--- src/rtl/lut_neuron_prog.sv ---
// Runtime-programmable LUT neuron: a truth table is streamed into a shadow bank,
// swapped atomically into the active bank, and served as registered lookups.
module lut_neuron_prog #(
  parameter int IN_BITS   = 8,
  parameter int OUT_BITS  = 1,
  parameter int WORD_BITS = 8
) (
  input  logic                 clk,
  input  logic                 rst_n,
  input  logic                 prog_start,
  input  logic                 prog_valid,
  output logic                 prog_ready,
  input  logic [WORD_BITS-1:0] prog_data,
  output logic                 prog_done,
  output logic                 table_loaded,
  input  logic                 in_valid,
  input  logic [IN_BITS-1:0]   in_data,
  output logic                 out_valid,
  output logic [OUT_BITS-1:0]  out_data,
  output logic [1:0]           state_dbg
);

  localparam int ENTRIES  = 1 << IN_BITS;
  localparam int TBL_BITS = ENTRIES * OUT_BITS;
  localparam int NWORDS   = TBL_BITS / WORD_BITS;
  localparam int CNT_W    = (NWORDS > 1) ? $clog2(NWORDS) : 1;
  localparam logic [CNT_W-1:0] LAST = CNT_W'(NWORDS - 1);

  typedef enum logic [1:0] {
    IDLE   = 2'd0,
    LOAD   = 2'd1,
    COMMIT = 2'd2
  } state_t;

  state_t state, state_nxt;
  logic [CNT_W-1:0] cnt;
  logic accept;
  logic commit;

  // Word w of a bank occupies bits [w*WORD_BITS +: WORD_BITS], so the packed
  // entry view below places global entry w*EPW+k at bits [(w*EPW+k)*OUT_BITS +: OUT_BITS].
  logic [NWORDS-1:0][WORD_BITS-1:0] shadow;
  logic [NWORDS-1:0][WORD_BITS-1:0] active;
  logic [ENTRIES-1:0][OUT_BITS-1:0] active_ent;

  assign active_ent = active;
  assign state_dbg  = state;

  // Handshake: a beat transfers on a rising edge where prog_valid && prog_ready
  // are both high; prog_ready depends only on state, never on prog_valid.
  // A prog_start in the same cycle restarts the load and the beat is dropped.

  always_ff @(posedge clk or negedge rst_n) begin
    if (!rst_n) state <= IDLE;
    else        state <= state_nxt;
  end

  always_comb begin
    state_nxt = state;
    case (state)
      IDLE: begin
        if (prog_start) state_nxt = LOAD;
      end
      LOAD: begin
        if (prog_start)                  state_nxt = LOAD;
        else if (accept && cnt == LAST)  state_nxt = COMMIT;
      end
      COMMIT: begin
        state_nxt = prog_start ? LOAD : IDLE;
      end
      default: state_nxt = IDLE;
    endcase
  end

  always_comb begin
    prog_ready = (state == LOAD);
    accept     = (state == LOAD) && prog_valid && !prog_start;
    commit     = (state == COMMIT);
  end

  always_ff @(posedge clk or negedge rst_n) begin
    if (!rst_n) begin
      cnt <= '0;
    end else if (prog_start) begin
      cnt <= '0;
    end else if (accept) begin
      cnt <= cnt + 1'b1;
    end
  end

  always_ff @(posedge clk or negedge rst_n) begin
    if (!rst_n) begin
      shadow <= '0;
    end else if (accept) begin
      shadow[cnt] <= prog_data;
    end
  end

  // The copy lands on the edge that ends COMMIT, so a lookup sampled on that
  // same edge still reads the old table.
  always_ff @(posedge clk or negedge rst_n) begin
    if (!rst_n) begin
      active       <= '0;
      prog_done    <= 1'b0;
      table_loaded <= 1'b0;
    end else begin
      if (commit) active <= shadow;
      prog_done    <= commit;
      table_loaded <= table_loaded | commit;
    end
  end

  always_ff @(posedge clk or negedge rst_n) begin
    if (!rst_n) begin
      out_valid <= 1'b0;
      out_data  <= '0;
    end else begin
      out_valid <= in_valid;
      out_data  <= in_valid ? active_ent[in_data] : '0;
    end
  end

endmodule

--- config.mk ---
export PLATFORM = sky130hd
export DESIGN_NAME = lut_neuron_prog
export DESIGN_NICKNAME = d
export VERILOG_FILES = /design/src/rtl/lut_neuron_prog.sv
export SDC_FILE = /design/constraint.sdc
export NUM_CORES = 1
export LEC_CHECK = 0
export ABC_AREA = 1
export BUFFER_PORTS_ARGS = -buffer_cell sky130_fd_sc_hd__buf_2
export CORE_MARGIN = 3
export CORE_UTILIZATION = 35
export DETAILED_ROUTE_END_ITERATION = 8
export SYNTH_ARGS = -nofsm -noshare
export SYNTH_HDL_FRONTEND = slang
export SYNTH_SLANG_ARGS = --single-unit
--- constraint.sdc ---
create_clock -name clk -period 2.8 [get_ports clk]
set_clock_uncertainty 0.2 [all_clocks]
set_input_delay 0.56 -clock clk [delete_from_list [all_inputs] [get_ports clk]]
set_output_delay 0.56 -clock clk [all_outputs]
set_load 0.005 [all_outputs]
==> metrics.txt, run 1 <==
status finished, final reports clean; total net switching power 3.73 mW; r2r setup slk a little under 500 ps; Worst slew margin between 30% and 40%; worst r2r dst shadow[160]; Worst-path clk slew 60 ps; I/O Pins 28; initial drt markers 1535; Pint 12.1 mW; library cells used by synthesis 22; die area 65300 um^2; launch point of the critical path state_dbg[1]; Reg2Reg Launch Point state_dbg[1]; first-pass GRT wire length ~95000 um; CP Class reg2reg; total CTS buffers 55; setup bufs post-CTS 0; CTS sink count 523; Final setup viols 0; Post-synth EDFFs 0; # placed instances 3332; Synth area leaders dfrtp_1 (60%), nand2_1 (23%), nand3_1 (5.6%); post-route clock period utilization between 80% and 90%; register area 13100 um^2; Power Dens Cells 640 nW/um^2; DR WL/cell about 17 um; CTS max path bufs 3; fill cell count 6167; critical path fanouts, max 16; Worst-Skew Late Latency 620 ps; Worst setup EP type register; CP required about 3100 ps; Pwr Total around 16 mW; worst hold path stage count 3; Register-to-Register Path Depth 8; CTS HTree Levels 2; post-synthesis sequential area ratio 60.0%; FFs w/ async S/R, synth 100%; clock share of power 45.4%; ANT cells 0; fin. max-slew vios 0; pin count of the biggest net entering global routing 187; achievable frequency 0.434 GHz; die width 256 um; Syn-to-layout area delta 13.6%; Yosys top cell by area dfrtp_1; Startpoint Class register; sw frac 23.5%; Die H between 200 and 300 um; antenna-violating nets left 0; Via Count 17035; footprint of the multi-input gates 7900 um^2; post-synth net total 2618; FF+latch count, synth around 520; final net count 2589; clock root buffer clkbuf_16; remaining routing DRC violations 0; CTS tree yes; fraction of layout cells with a size suffix above 1 under 10%; Final min period 2300 ps; Max VDD drop 0.399 mV; ys flop type dfrtp_1; Initial Util 35.7%; Layout Cells excl Fill 3436; synth warn 0; GRT Total Usage approximately 18%; vias per cell about 5; Critical Path AT 2550 ps; sequential share of power between 40% and 50%; Final Hold Fails 0; HPWL after DPL 32300 um; # rows 90; area of the mapped netlist about 22000 um^2; cells after synthesis roughly 2600; Avg Cell Area, Syn 8.41 um^2; vias in the first global route 16759; measured slew at the worst slew-check pin 1030 ps; final wirelength approximately 60000 um; antenna violations before repair 0; GPL Wtd Cong 0.778; fin util approximately 41%; Final TNS setup 0 ps; leakage approximately 12 nW; Hold Crit Class in2reg; Yosys top cell area share 60.0%; Max-Cap Viols 0; Comb power frac 5.3%; RSZ-0062 raised after global routing false; GRT overflow 0; # port buffers 27; CP endpoint shadow[160]; Placeable Area around 61000 um^2; Initial DRT Pass Iterations 6
[worst min path at each step]
stage,from,to,slack (ps)
finish,prog_start,state_dbg[0],70
global route,prog_start,state_dbg[0],70
CTS,prog_start,state_dbg[0],50
detailed placement,shadow[233],active[233],250
global placement,shadow[246],active[246],250
floorplan,rst_n,active[0],60
[power groups by stage]
stage	Sequential, mW	Combinational, mW	Clock, mW
after floorplan	7.93	0.394	0
after global placement	7.94	0.837	0
after detailed placement	7.95	0.853	0
after CTS	7.81	0.858	7.34
after global routing	7.83	0.941	7.64
final	7.81	0.842	7.19
[per-layer routing]
metal  vias up  GRT usage [%]  part of all wire (%)
li1       8166              -                     -
met1      8363           25.1                    46
met2       405           29.5                    46
met3       101           2.49                   5.0
met4         0           5.51                   2.6
met5         -              0                     0
[worst max-delay path: stages (launching register included)]
cell and delay, ps:
dfrtp_1 450, nor2_4 150, nand2_2 110, nor2_4 140
inv_2 120, nor2_4 420, nand2_2 320, nand2_1 120
o21ai_0 80
[cells in the mapped netlist (2+ instances only)]
library cell     n
clkbuf_1        87
nand2_2         33
nor3_1           2
inv_2            4
ha_1             5
nand3_1        242
buf_1           11
o21ai_0        186
a21oi_1          3
inv_1           27
buf_2           66
o21ai_1         74
nor3_2           7
dfrtp_1        523
nand2_1       1310
nor2_4           6
[final cells by class]
class                   instances  area share, %
flip-flops and latches        523           52.9
multi-input cells            1873           31.9
clock buffers                  86           6.76
well taps                     828           4.19
repair buffers                 78           3.28
inverters                      32          0.526
clock inverters                16          0.470
[state kept, by name, summed over array words and instances (netlist names)]
name,flops
out_valid,1
state_dbg,2
cnt,5
shadow,256
out_data,1
table_loaded,1
active,256
prog_done,1
[per-stage QoR]
step / instance area (um^2) / hold WS, ps / setup WS, ps
final: 24800 / 70.9 / 495
after detailed placement: 22900 / 251 / 287
after CTS: 24800 / 45.7 / 526
after floorplan: 21800 / 64.4 / 869
after global routing: 24800 / 67.9 / 372
after global placement: 22900 / 249 / 300
[placed cells by master (no fill, tap or decap), drive strengths merged]
master,count
nand3,242
clkinv,12
inv,35
ha,5
o21ai,260
clkbuf,86
or2,1
buf,76
nor3,9
nand2,1343
xnor2,1
nor2,7
a21oi,3
bufinv,1
o22ai,1
dlygate4sd3,2
nor4,1
dfrtp,523
[what timing repair did]
action / in CTS / in global routing
endpoints found under the hold margin: 34 / 0
gates resized for setup: 0 / 0
hold buffers: 2 / 0
[cells by family (layout without fill, tap and decap cells)]
group	Yosys count	in the layout	share of synthesized area [%]
buf+inv	196	212	3.75
xor+xnor	1	1	0.0402
flops	523	523	60.0
simple gates	1603	1603	29.8
fa+ha+maj	5	5	0.287
compound gates	264	264	6.07
No activity file was read; power rests on OpenSTA's default activity.
==> inputs of run 2 (changes only) <==
- clock period: 2.8 -> 2.35 ns (I/O delays scaled with it)
==> metrics.txt, run 2 (same netlist as run 1, synthesis figures left out) <==
status finished, final reports clean; Power Dens Cells between 700 and 800 nW/um^2; Worst-path clk slew 60 ps; fin. max-slew vios 0; Max-Cap Viols 0; Die H 256 um; CTS sink count approximately 520; Syn-to-layout area delta 16.2%; antenna violations before repair 3; Placeable Area 61000 um^2; fill cell count 6123; final wirelength 59100 um; antenna-violating nets left 0; die area around 65000 um^2; remaining routing DRC violations 0; Startpoint Class register; CP Class reg2reg; most frequent cells in the layout nand2_1 (1309), dfrtp_1 (523), nand3_1 (242); initial drt markers 1592; GRT overflow 0; GRT Total Usage a little under a fifth; Critical Path AT between 2000 and 2500 ps; # port buffers 27; first-pass GRT wire length 94900 um; Final WS setup 350 ps; worst slack, placed 12.6 ps; Reg2Reg Launch Point state_dbg[1]; Initial Util 35.7%; Worst setup EP type register; RSZ-0062 raised after global routing false; footprint of the multi-input gates 7900 um^2; Worst slew margin 34.8%; die width 256 um; Final TNS setup 0 ps; vias per cell 4.93; CTS max path bufs 3; final instance area roughly 25000 um^2; HPWL after DPL 33200 um; fraction of layout cells with a size suffix above 1 9.68%; critical path fanouts, max 16; Final min period between 2000 and 2500 ps; most common cell after layout, fill and taps aside nand2_1; pin count of the biggest net entering global routing 169; leakage 12.7 nW; achievable frequency 0.500 GHz; worst r2r dst shadow[253]; hold endpoint cnt[4]; r2r setup slk 350 ps; vias in the first global route 16750; GPL Wtd Cong 0.812; total CTS buffers 55; Worst-Skew Late Latency 620 ps; measured slew at the worst slew-check pin approximately 980 ps; top flop regs active: 256 flops, shadow: 256 flops, cnt: 5 flops; Final setup viols 0; Final Hold Fails 0; placed inst area 23400 um^2; Hold Crit Class in2reg; hold wc startpoint prog_valid; Via Count 17143; worst hold path stage count 5; DR WL/cell approximately 17 um; CTS HTree Levels 2; setup bufs post-CTS 0; CTS tree yes; Initial DRT Pass Iterations 6; clock root buffer clkbuf_16; Max VDD drop 0.572 mV; # rows 90; CP required 2630 ps; I/O Pins 28; post-route clock period utilization 85.1%; Register-to-Register Path Depth 10; register area 13100 um^2; final net count 2628
## run 2: cell types whose count changed in the layout (fill, tap and decap cells not counted)
cell           previous run  this run
buf_12                   22        37
buf_4                    28        50
bufinv_16                 1         6
clkbuf_1                 13        11
clkbuf_16                55        56
clkbuf_8                 18        11
clkinv_2                 12        13
clkinv_8                  0         1
clkinvlp_4                0         1
diode_2                   0         2
dlygate4sd3_1             2         4
inv_6                     3         1
## run 2: where the power goes
part,switching [mW],internal (mW)
logic,0.749,0.317
clock network,3.63,5.37
registers,0.106,9.20
## run 2: layout make-up
class,count,share of cell area (%)
clock buffer,78,6.29
timing repair buffer,117,5.12
inverter,32,0.514
clock inverter,22,1.10
multi-input combinational,1873,31.2
tap,828,4.09
sequential,523,51.7
antenna,2,0.0198
## run 2: worst max path at each step
| stage | startpoint | endpoint | slack (ps) | depth (start not counted) |
|---|---|---|---|---|
| after floorplan | in_data[2] | out_data | 510 | 11 |
| after global placement | in_data[0] | out_data | 20 | 13 |
| after detailed placement | in_data[0] | out_data | 10 | 13 |
| after CTS | state_dbg[1] | prog_ready | 310 | 2 |
| after global routing | state_dbg[1] | shadow[157] | 200 | 10 |
| final | state_dbg[1] | shadow[253] | 350 | 10 |
## run 2: layer usage
layer	routed length, um	vias to the layer above	track usage [%]
li1	-	8234	-
met1	26400	8346	24.5
met2	27700	456	30.1
met3	3390	105	3.08
met4	1580	2	5.34
met5	11	-	0
## run 2: worst max-delay path: stages (launching register included)
cell	delay (ps)
dfrtp_1	450
nor2_4	160
nand2_2	100
nor2_4	140
inv_2	120
nor2_4	150
buf_12	170
nand2_2	60
buf_4	180
nand2_1	60
o21ai_0	80
## run 2: timing repair
| action | 4_1_cts | 5_1_grt |
|---|---|---|
| hold buffers | 4 | 0 |
| hold endpoints to repair | 181 | 0 |
| resized for setup | 0 | 0 |
## run 2: metrics by stage
step                std cells  util, %  hold slack, ps  power [mW]
global route             3474     41.5             125        20.1
finish                   3475     41.5             108        19.4
CTS                      3473     41.5            86.1        19.6
global placement         3369     38.4             232        10.5
floorplan                2592        -           -25.6        9.91
detailed placement       3369     38.4             238        10.5
==> inputs of run 3 (changes only) <==
- CORE_ASPECT_RATIO: default -> 2
- CTS_CLUSTER_DIAMETER: default -> 40
==> metrics.txt, run 3 (same netlist as run 1, synthesis figures left out) <==
Final min period 2060 ps; CP Class reg2reg; CTS sink count approximately 520; Pint 13.9 mW; Initial DRT Pass Iterations 7; vias in the first global route 17103; most frequent cells in the layout nand2_1 (1309), dfrtp_1 (523), nand3_1 (242); top flop regs active: 256 flops, shadow: 256 flops, cnt: 5 flops; Final Hold Fails 0; CTS HTree Levels 2; status finished, final reports clean; final instance area about 25000 um^2; Comb power frac ~6.0%; post-route clock period utilization 87.5%; Pwr Total 18.2 mW; achievable frequency 0.486 GHz; sequential share of power about half; Placeable Area 61300 um^2; hold wc startpoint in_data[6]; Final setup viols 0; Worst-Skew Late Latency a little under 600 ps; placed inst area 23400 um^2; worst hold path stage count 4; Critical Path AT 2290 ps; CTS tree yes; GRT Total Usage 18.4%; final hold slack about 43 ps; Power Dens Cells 726 nW/um^2; Reg2Reg Launch Point state_dbg[1]; fraction of layout cells with a size suffix above 1 9.54%; final wirelength 60000 um; Worst-path clk slew 70 ps; Startpoint Class register; Final TNS setup 0 ps; vias per cell 5.04; Via Count approximately 17000; RSZ-0062 raised after global routing false; Hold Crit Class in2reg; most common cell after layout, fill and taps aside nand2_1; fin. max-slew vios 0; Worst slew margin 41.9%; Die H 359 um; CP required 2580 ps; first-pass GRT wire length 95700 um; setup bufs post-CTS 0; Syn-to-layout area delta 14.7%; r2r setup slk just under 300 ps; remaining routing DRC violations 0; pin count of the biggest net entering global routing 121; final net count around 2600; Max-Cap Viols 0; measured slew at the worst slew-check pin approximately 870 ps; CTS max path bufs 3; # rows 128; Initial Util 35.5%; HPWL after DPL 35500 um; Register-to-Register Path Depth 9; clock root buffer clkbuf_16; Worst setup EP type register; total CTS buffers 46; die area 65500 um^2; die width about 180 um; CTS resizes 0; GRT overflow 0; antenna violations before repair 2; GPL Wtd Cong 0.867; CTS Hold Bufs 4; leakage between 10 and 15 nW; total net switching power 4.28 mW; fin util 40.8%; worst r2r dst shadow[184]; initial drt markers 1224; antenna-violating nets left 0; critical path fanouts, max 16; clock share of power 42.7%; hold endpoint out_data; sw frac a little under a quarter; DR WL/cell around 18 um; I/O Pins 28; # port buffers 27; Max VDD drop 0.448 mV
## run 3: cell types whose count changed in the layout (fill, tap and decap cells not counted)
cell	change
buf_12	-1
clkbuf_8	-2
clkinv_8	-1
buf_4	+11
clkbuf_16	-7
clkinv_2	-3
inv_6	+4
clkinv_4	+1
inv_8	-1
clkinvlp_4	-1
bufinv_16	-4
## run 3: power groups by stage
| stage | Sequential, mW | Clock, mW | Combinational (mW) |
|---|---|---|---|
| global route | 9.32 | 8.26 | 1.21 |
| detailed placement | 9.47 | 0 | 1.11 |
| finish | 9.30 | 7.76 | 1.10 |
| floorplan | 9.44 | 0 | 0.469 |
| CTS | 9.30 | 7.94 | 1.12 |
| global placement | 9.46 | 0 | 1.08 |
## run 3: cell type report
type                       instances  area [um^2]
clock inverter                    17          154
antenna                            2         5.00
timing repair buffer             127         1360
clock buffer                      69         1390
sequential                       523        13100
tap                              780          976
inverter                          32          128
multi-input combinational       1873         7900
fill                            6044        36300
## run 3: layer usage
layer	share of wire, %	wire, um	GRT usage [%]
met1	41	24400	22.8
met2	50	30200	32.0
met3	4.1	2480	1.90
met4	5.0	3000	8.63
met5	0	0	0
## run 3: per-stage QoR
stage | cells | worst slack [ps]
2_1_floorplan | 2592 | 509
3_3_place_gp | 3331 | -5.13
3_5_place_dp | 3331 | -11.3
4_1_cts | 3421 | 286
5_1_grt | 3421 | 175
6_report | 3423 | 293
## run 3: worst max-delay path, stage by stage (launching register included)
cell     delay [ps]
dfrtp_1         440
nor2_4          150
nand2_2         130
nor2_4          160
inv_2           130
nor2_4          120
buf_12          150
nand2_2         180
nand2_1         130
o21ai_0         120
## run 3: worst max path at each step
stage,start,endpoint,slack [ps],cells past startpoint
after floorplan,in_data[2],out_data,510,11
after global placement,in_data[1],out_data,-5,12
after detailed placement,in_data[1],out_data,-10,12
after CTS,state_dbg[1],shadow[36],290,9
after global routing,state_dbg[1],shadow[109],170,9
final,state_dbg[1],shadow[184],290,9
